==> src/rtl/register_write.sv <==
// register_write: write side and storage of the MIPS GPR file plus HI/LO.
//
// One GPR write port is shared between the ALU/write-back result (alu_*)
// and late load results (ld_*). If a load arrives in the same cycle as an
// ALU write to a different register, the load is held in a one-entry buffer
// (pend_*). The buffer commits on the next cycle without an ALU write.
// r0 is hardwired to zero.
//
// Ports:
//   clk, rst_n        rising-edge clock, asynchronous active-low reset
//   alu_we/addr/data  ALU result, committed whenever alu_we is high
//   ld_valid/addr/data, ld_ready
//                     load channel, valid/ready handshake
//   hilo_we, hi_data, lo_data
//                     HI/LO write, both registers load together
//   out_register      committed GPR array [0:31]
//   out_hi, out_lo    committed HI/LO
//   pend_valid, pend_addr
//                     buffered-load status (pend_addr is 0 when empty)
module register_write #(
    parameter logic [31:0] GP_RESET = 32'h1000_8000,
    parameter logic [31:0] SP_RESET = 32'h7FFF_EFFC
) (
    input  logic        clk,
    input  logic        rst_n,
    input  logic        alu_we,
    input  logic [4:0]  alu_addr,
    input  logic [31:0] alu_data,
    input  logic        ld_valid,
    input  logic [4:0]  ld_addr,
    input  logic [31:0] ld_data,
    output logic        ld_ready,
    input  logic        hilo_we,
    input  logic [31:0] hi_data,
    input  logic [31:0] lo_data,
    output logic [31:0] out_register [0:31],
    output logic [31:0] out_hi,
    output logic [31:0] out_lo,
    output logic        pend_valid,
    output logic [4:0]  pend_addr
);

    logic [31:0] pend_data;

    logic        ld_fire;
    logic        wr_req;
    logic        wr_en;
    logic [4:0]  wr_addr;
    logic [31:0] wr_data;
    logic        pend_capture;
    logic        pend_clear;

    assign ld_ready = ~pend_valid;

    // Age order: ALU write (youngest) > incoming load > buffered load.
    // The younger value wins on an address match, so the older one is dropped.
    always_comb begin
        ld_fire      = ld_valid & ~pend_valid;
        wr_req       = 1'b0;
        wr_addr      = '0;
        wr_data      = '0;
        pend_capture = 1'b0;
        pend_clear   = 1'b0;

        if (pend_valid) begin
            if (alu_we) begin
                wr_req  = 1'b1;
                wr_addr = alu_addr;
                wr_data = alu_data;
                if (alu_addr == pend_addr) begin
                    pend_clear = 1'b1;
                end
            end else begin
                wr_req     = 1'b1;
                wr_addr    = pend_addr;
                wr_data    = pend_data;
                pend_clear = 1'b1;
            end
        end else if (alu_we) begin
            wr_req  = 1'b1;
            wr_addr = alu_addr;
            wr_data = alu_data;
            // A load to r0 completes its handshake but is never buffered.
            if (ld_fire && (ld_addr != alu_addr) && (ld_addr != 5'd0)) begin
                pend_capture = 1'b1;
            end
        end else if (ld_fire) begin
            wr_req  = 1'b1;
            wr_addr = ld_addr;
            wr_data = ld_data;
        end

        wr_en = wr_req & (wr_addr != 5'd0);
    end

    always_ff @(posedge clk or negedge rst_n) begin
        if (!rst_n) begin
            for (int unsigned i = 0; i < 32; i++) begin
                out_register[i[4:0]] <= (i == 28) ? GP_RESET :
                                        (i == 29) ? SP_RESET : '0;
            end
        end else if (wr_en) begin
            out_register[wr_addr] <= wr_data;
        end
    end

    always_ff @(posedge clk or negedge rst_n) begin
        if (!rst_n) begin
            pend_valid <= 1'b0;
            pend_addr  <= '0;
            pend_data  <= '0;
        end else if (pend_capture) begin
            pend_valid <= 1'b1;
            pend_addr  <= ld_addr;
            pend_data  <= ld_data;
        end else if (pend_clear) begin
            pend_valid <= 1'b0;
            pend_addr  <= '0;
            pend_data  <= '0;
        end
    end

    always_ff @(posedge clk or negedge rst_n) begin
        if (!rst_n) begin
            out_hi <= '0;
            out_lo <= '0;
        end else if (hilo_we) begin
            out_hi <= hi_data;
            out_lo <= lo_data;
        end
    end

endmodule

==> config.mk <==
export PLATFORM = sky130hd
export DESIGN_NAME = register_write
export DESIGN_NICKNAME = d
export VERILOG_FILES = /design/src/rtl/register_write.sv
export SDC_FILE = /design/constraint.sdc
export NUM_CORES = 1
export LEC_CHECK = 0
export CORE_AREA = 2 2 484 486
export CTS_CLUSTER_SIZE = 20
export DETAILED_ROUTE_END_ITERATION = 8
export DIE_AREA = 0 0 486 488
export GPL_TIMING_DRIVEN = 1
export PLACE_DENSITY_LB_ADDON = 0.05
export SYNTH_ARGS = -nofsm -noshare
export SYNTH_HDL_FRONTEND = slang
export SYNTH_SLANG_ARGS = --single-unit
==> constraint.sdc <==
create_clock -name clk -period 2.4 [get_ports clk]
set_input_delay 0.6 -clock clk [delete_from_list [all_inputs] [get_ports clk]]
set_output_delay 0.6 -clock clk [all_outputs]
set_load 0.02 [all_outputs]
# Word level (Yosys, flattened, before mapping)

Index checks and enable logic that the tools add are counted.

Bits in registers: 1126
Bits of input ports: 143
Output and inout port bits: 1095

Magnitude comparators: 2
Equality and inequality tests: 2
Muxes and demuxes: 26
Bitwise gates (word level): 4
Reduce and logical (&&, ||, !) cells: 6

Operators by type and width:

| kind               | count |
|---|---|
| $bwmux 1024        | 1 |
| $mux 32            | 7 |
| $demux 32 s5       | 1 |
| $mux 5             | 6 |
| $mux 1             | 11 |
| $reduce_bool 5->1  | 2 |
| $ge 6x6->1 const B | 1 |
| $lt 6x1->1 const B | 1 |
| $not 5->6          | 1 |
| $eq 5x5->1         | 1 |
| $ne 5x5->1         | 1 |
| $logic_and 1x1->1  | 3 |
| $and 1x1->1        | 2 |
| $reduce_bool 2->1  | 1 |
| $not 1->1          | 1 |

# Logic depth before layout (Yosys ltp)

Word-level depth: 11
Mapped depth: 10
Mapped depth without buffers: 5

# Worst setup path before layout

Ideal clock, no wire load.

Path type: flip-flop to flip-flop
Start: register pend_valid
End: register out_register[673] (netlist name)
Data arrival time: 2.200 ns
Required time: 2.275 ns
Slack: 0.076 ns
Cell stages (with the launch flop): 10
Buffers on the path: 4
Period minus slack after synthesis: 2.324 ns
Cells stage by stage: dfrtp_1 -> buf_2 -> nand3b_1 -> a31oi_4 -> or2_1 -> buf_2 -> or2_1 -> clkbuf_1 -> buf_2 -> mux2_2

Cells in the longest elaborated chain, start to end: 11
Elaborated cells between the ends (all ways): 20
Classes of those cells: order compare (2); mux (12); bitwise (4); reduce/logical (2)

RTL lines:

| item                                                           | line | text |
|---|---|---|
| start, declared                                                | 39   | `output logic pend_valid,` |
| start signal, assigned                                         | 109  | `pend_valid <= 1'b0;` |
| start signal, assigned                                         | 113  | `pend_valid <= 1'b1;` |
| start signal, assigned                                         | 117  | `pend_valid <= 1'b0;` |
| $not 1->1                                                      | 58   | `ld_fire = ld_valid & ~pend_valid;` |
| $and 1x1->1                                                    | 58   |  |
| $mux 5                                                         | 87   | `end else if (ld_fire) begin` |
| $mux 5                                                         | 79   | `end else if (alu_we) begin` |
| $mux 5                                                         | 65   | `if (pend_valid) begin` |
| $not 5->6 (not written as such)                                | 103  | `out_register[wr_addr] <= wr_data;` |
| $ge 6x6->1 (not written as such) or $lt 6x1->1 (tied branches) | 103  |  |
| $logic_and 1x1->1 (not written as such)                        | 103  |  |
| $mux 32 (not written as such)                                  | 103  |  |
| $demux 32 s5                                                   | 103  |  |
| $bwmux 1024                                                    | 103  |  |
| end signal, assigned by index                                  | 99   | `out_register[i[4:0]] <= (i == 28) ? GP_RESET :` |
| end signal, assigned by index                                  | 103  |  |
| end, declared                                                  | 36   | `output logic [31:0] out_register [0:31],` |

Several ways; a longest one is shown, not always the timed one.
A chain may end at the register's enable or synchronous reset.

# Final worst setup path

Start: register pend_valid
End: register out_register[411] (netlist name)

The elaborated chain is that of the path after synthesis.

==> impl_metrics.json <==
{
  "crit_path_top_delay_cell": "dfrtp_2",
  "rrSetupSlack_ns": -0.07,
  "grt_pass1_vias": 31600,
  "fin_area_um2": 69800,
  "final_nets": 4413,
  "cts.path.max_buffers": 3,
  "violations": "negative setup slack",
  "synth-edff-count": 0,
  "antenna_found_initial": 71,
  "fin_ws_ns": -0.0746,
  "core_um2": 232000,
  "drc": 0,
  "start_util_pct": 18.6,
  "num_rows": 177,
  "synth_fp_nets": 2925,
  "vias": 29800,
  "fin_tns_setup_ns": -6.36,
  "final_cells": 7454,
  "area_delta_synth_final_pct": 62.1,
  "layout_common_cells": "dfrtp_1 (1,095), dlygate4sd2_1 (1,059), mux2_2 (703), mux2_4 (330), clkbuf_16 (180)",
  "cts.clk_slew.worst_paths_ns": 0.06,
  "worst_pin_slew_ns": 0.913,
  "htree_levels": 4,
  "worstPathCellList": "buf_6 -> nand3b_1 -> a22oi_2 -> buf_6 -> nand3_4 -> buf_6 -> buf_6 -> nor2_4 -> buf_12 -> buf_12 -> buf_16 -> mux2_4",
  "cpMostUsedCell": "buf_6",
  "arrival_ns": 3.15,
  "gr-total-overflow": 0,
  "slowest_delay_ns": 0.45,
  "async_reset_ff_share_pct": 100,
  "dieWidth_um": 486,
  "grt_first_pass_wirelength_um": 299000,
  "dpl-instance-area_um2": 62100,
  "syn_inst": 2782,
  "io_buffers": 1237,
  "grt_util_all_layers_pct": 18.5,
  "relSlewSlack_pct": 39.1,
  "dp.cells": 7048,
  "fin_crit_sh_pct": 103,
  "setup_viol": 228,
  "drv_cap": 0,
  "rsz0062_at_grt": "true",
  "layout_min_cycle_time_ns": 2.47,
  "routabilityCongestion": 0.740,
  "skew_ns": 0.0297,
  "fillers": 23600,
  "grt_max_degree": 78,
  "drive_above_1_share_pct": 40.4,
  "power.leakage_nw": 34.0,
  "wire_per_inst_um": 31.7,
  "crit_required_ns": 3.08,
  "synth-seq-cells": 1126,
  "postRouteAntennaNets": 0,
  "cts.sinks": 1126,
  "dp_hpwl_um": 159000,
  "clock-root-buffer": "clkbuf_16",
  "critPathMaxFanout": 6,
  "drt_iter0_drc": 1075,
  "final-hold-violation-count": 0,
  "cp-end-kind": "flop",
  "numCtsBuffers": 148,
  "dieArea_um2": 237000,
  "yosysSeqAreaShare_pct": 65.6,
  "ys_types": 44,
  "clk_latency_ns": 0.81,
  "max_freq_ghz": 0.404,
  "hp-class": "reg2reg",
  "powerDensity_nw_per_um2": 1270,
  "status": "finished with violations",
  "firstDrtPassIters": 4,
  "die_y_um": 488,
  "slew_viol_final": 0,
  "vias_per_cell": 4.00,
  "ys_warn_count": 0,
  "syn_avg_cell_area_um2": 15.5,
  "finalWirelength_um": 236000,
  "regArea_um2": 28200,
  "mostFrequentLayoutCell": "dfrtp_1",
  "start_kind": "flop",
  "multi_input_area_um2": 15600,
  "path_class": "reg2reg",
  "netlist_area_um2": 43000,
  "cts_tree": "yes",
  "synthFlopType": "dfrtp_1",
  "vdd_drop_max_v": 0.000602,
  "io-pin-count": 1238
}
==> synthesized netlist by cell type, types with 2 or more instances <==
| cell type | number | area share [%] |
|---|---|---|
| o31ai_1 | 3 | 0.052 |
| and2_1 | 2 | 0.029 |
| nor2_2 | 8 | 0.12 |
| nor3_1 | 4 | 0.047 |
| xor2_1 | 4 | 0.081 |
| and3_1 | 32 | 0.47 |
| dfstp_2 | 30 | 1.8 |
| nor2_1 | 11 | 0.096 |
| nand3b_1 | 5 | 0.087 |
| nor2b_1 | 2 | 0.029 |
| mux2_2 | 1011 | 26 |
| nand2b_1 | 2 | 0.029 |
| o21ai_0 | 71 | 0.83 |
| buf_1 | 9 | 0.078 |
| inv_1 | 3 | 0.026 |
| nand2_1 | 118 | 1.0 |
| or2_1 | 3 | 0.044 |
| a21oi_1 | 33 | 0.38 |
| a22o_1 | 2 | 0.041 |
| buf_2 | 69 | 0.80 |
| buf_4 | 29 | 0.51 |
| mux2_1 | 45 | 1.2 |
| dfrtp_1 | 1096 | 64 |
| clkbuf_1 | 157 | 1.4 |
| nand3_1 | 9 | 0.10 |
| xnor2_1 | 6 | 0.12 |
==> layout make-up <==
class / count / share of cell area [%]
flip-flops and latches: 1126 / 40.4
multi-input cells: 1388 / 22.4
diodes: 19 / 0.0681
inverters: 4 / 0.0269
well taps: 3043 / 5.46
repair buffers: 1602 / 24.5
clock inverters: 37 / 0.755
clock buffers: 235 / 6.37
==> worst max-delay path: cells and delay by family (launching register included) <==
family                 cells  cell delay (ns)
DFF                        1             0.45
buffers and inverters      7             1.02
and+or+nand+nor            3             0.36
muxes                      1             0.30
AOI/OAI and AO/OA          1             0.20
==> per-stage QoR <==
stage	worst slack, ns	hold WS, ns	utilization, %	power (mW)
finish	-0.0746	0.369	30.1	88.9
global placement	-0.913	0.364	26.8	70.0
detailed placement	-0.922	0.364	26.8	70.1
CTS	-0.163	0.310	29.1	89.0
global route	-0.163	0.340	30.1	93.4
floorplan	0.0757	0.304	-	46.5
==> sequential cells by signal, summed over array words and instances, names as in the netlist <==
name          count
pend_addr         5
pend_data        32
out_hi           32
out_lo           32
pend_valid        1
out_register   1024
==> layer usage <==
metal | global-route usage, % | up-vias | part of all wire [%]
li1 | - | 12700 | -
met1 | 21.1 | 15700 | 39
met2 | 31.6 | 1076 | 50
met3 | 7.75 | 323 | 8.7
met4 | 5.03 | 0 | 2.8
met5 | 0 | - | 0
==> kinds of logic after synthesis <==
family	share of synthesized area (%)
muxes	27.6
xor gates and xnor gates	0.203
DFF	65.6
AOI/OAI and AO/OA	1.58
buffers and inverters	2.79
and+or+nand+nor	2.24
==> power breakdown <==
| group | total [mW] | internal, mW | switching (mW) | leakage (nW) |
|---|---|---|---|---|
| clock | 22.9 | 13.5 | 9.33 | 2.43 |
| combinational | 35.9 | 14.8 | 21.0 | 17.3 |
| sequential | 30.2 | 26.5 | 3.69 | 14.3 |
==> path summary, 6_finish.rpt <==
path / end / startpoint / cells past startpoint
min in group asynchronous: out_register[25] / rst_n / 2
max reg2reg: out_register[411] / pend_valid / 12
max: out_register[411] / pend_valid / 12
min: out_register[1019] / out_register[1019] / 0
min reg2reg: out_register[1019] / out_register[1019] / 0
max in group asynchronous: out_register[90] / rst_n / 3
==> repair_timing <==
| action | CTS | global route |
|---|---|---|
| endpoints found under the hold margin | 10 | 0 |
| hold buffers | 1 | 0 |
| setup endpoints to repair | 1613 | 943 |
| gates cloned | 22 | 39 |
| pin swaps | 17 | 22 |
| buffers inserted | 52 | 17 |
| resized for setup | 1302 | 341 |
No activity file was read; power rests on OpenSTA's default activity.
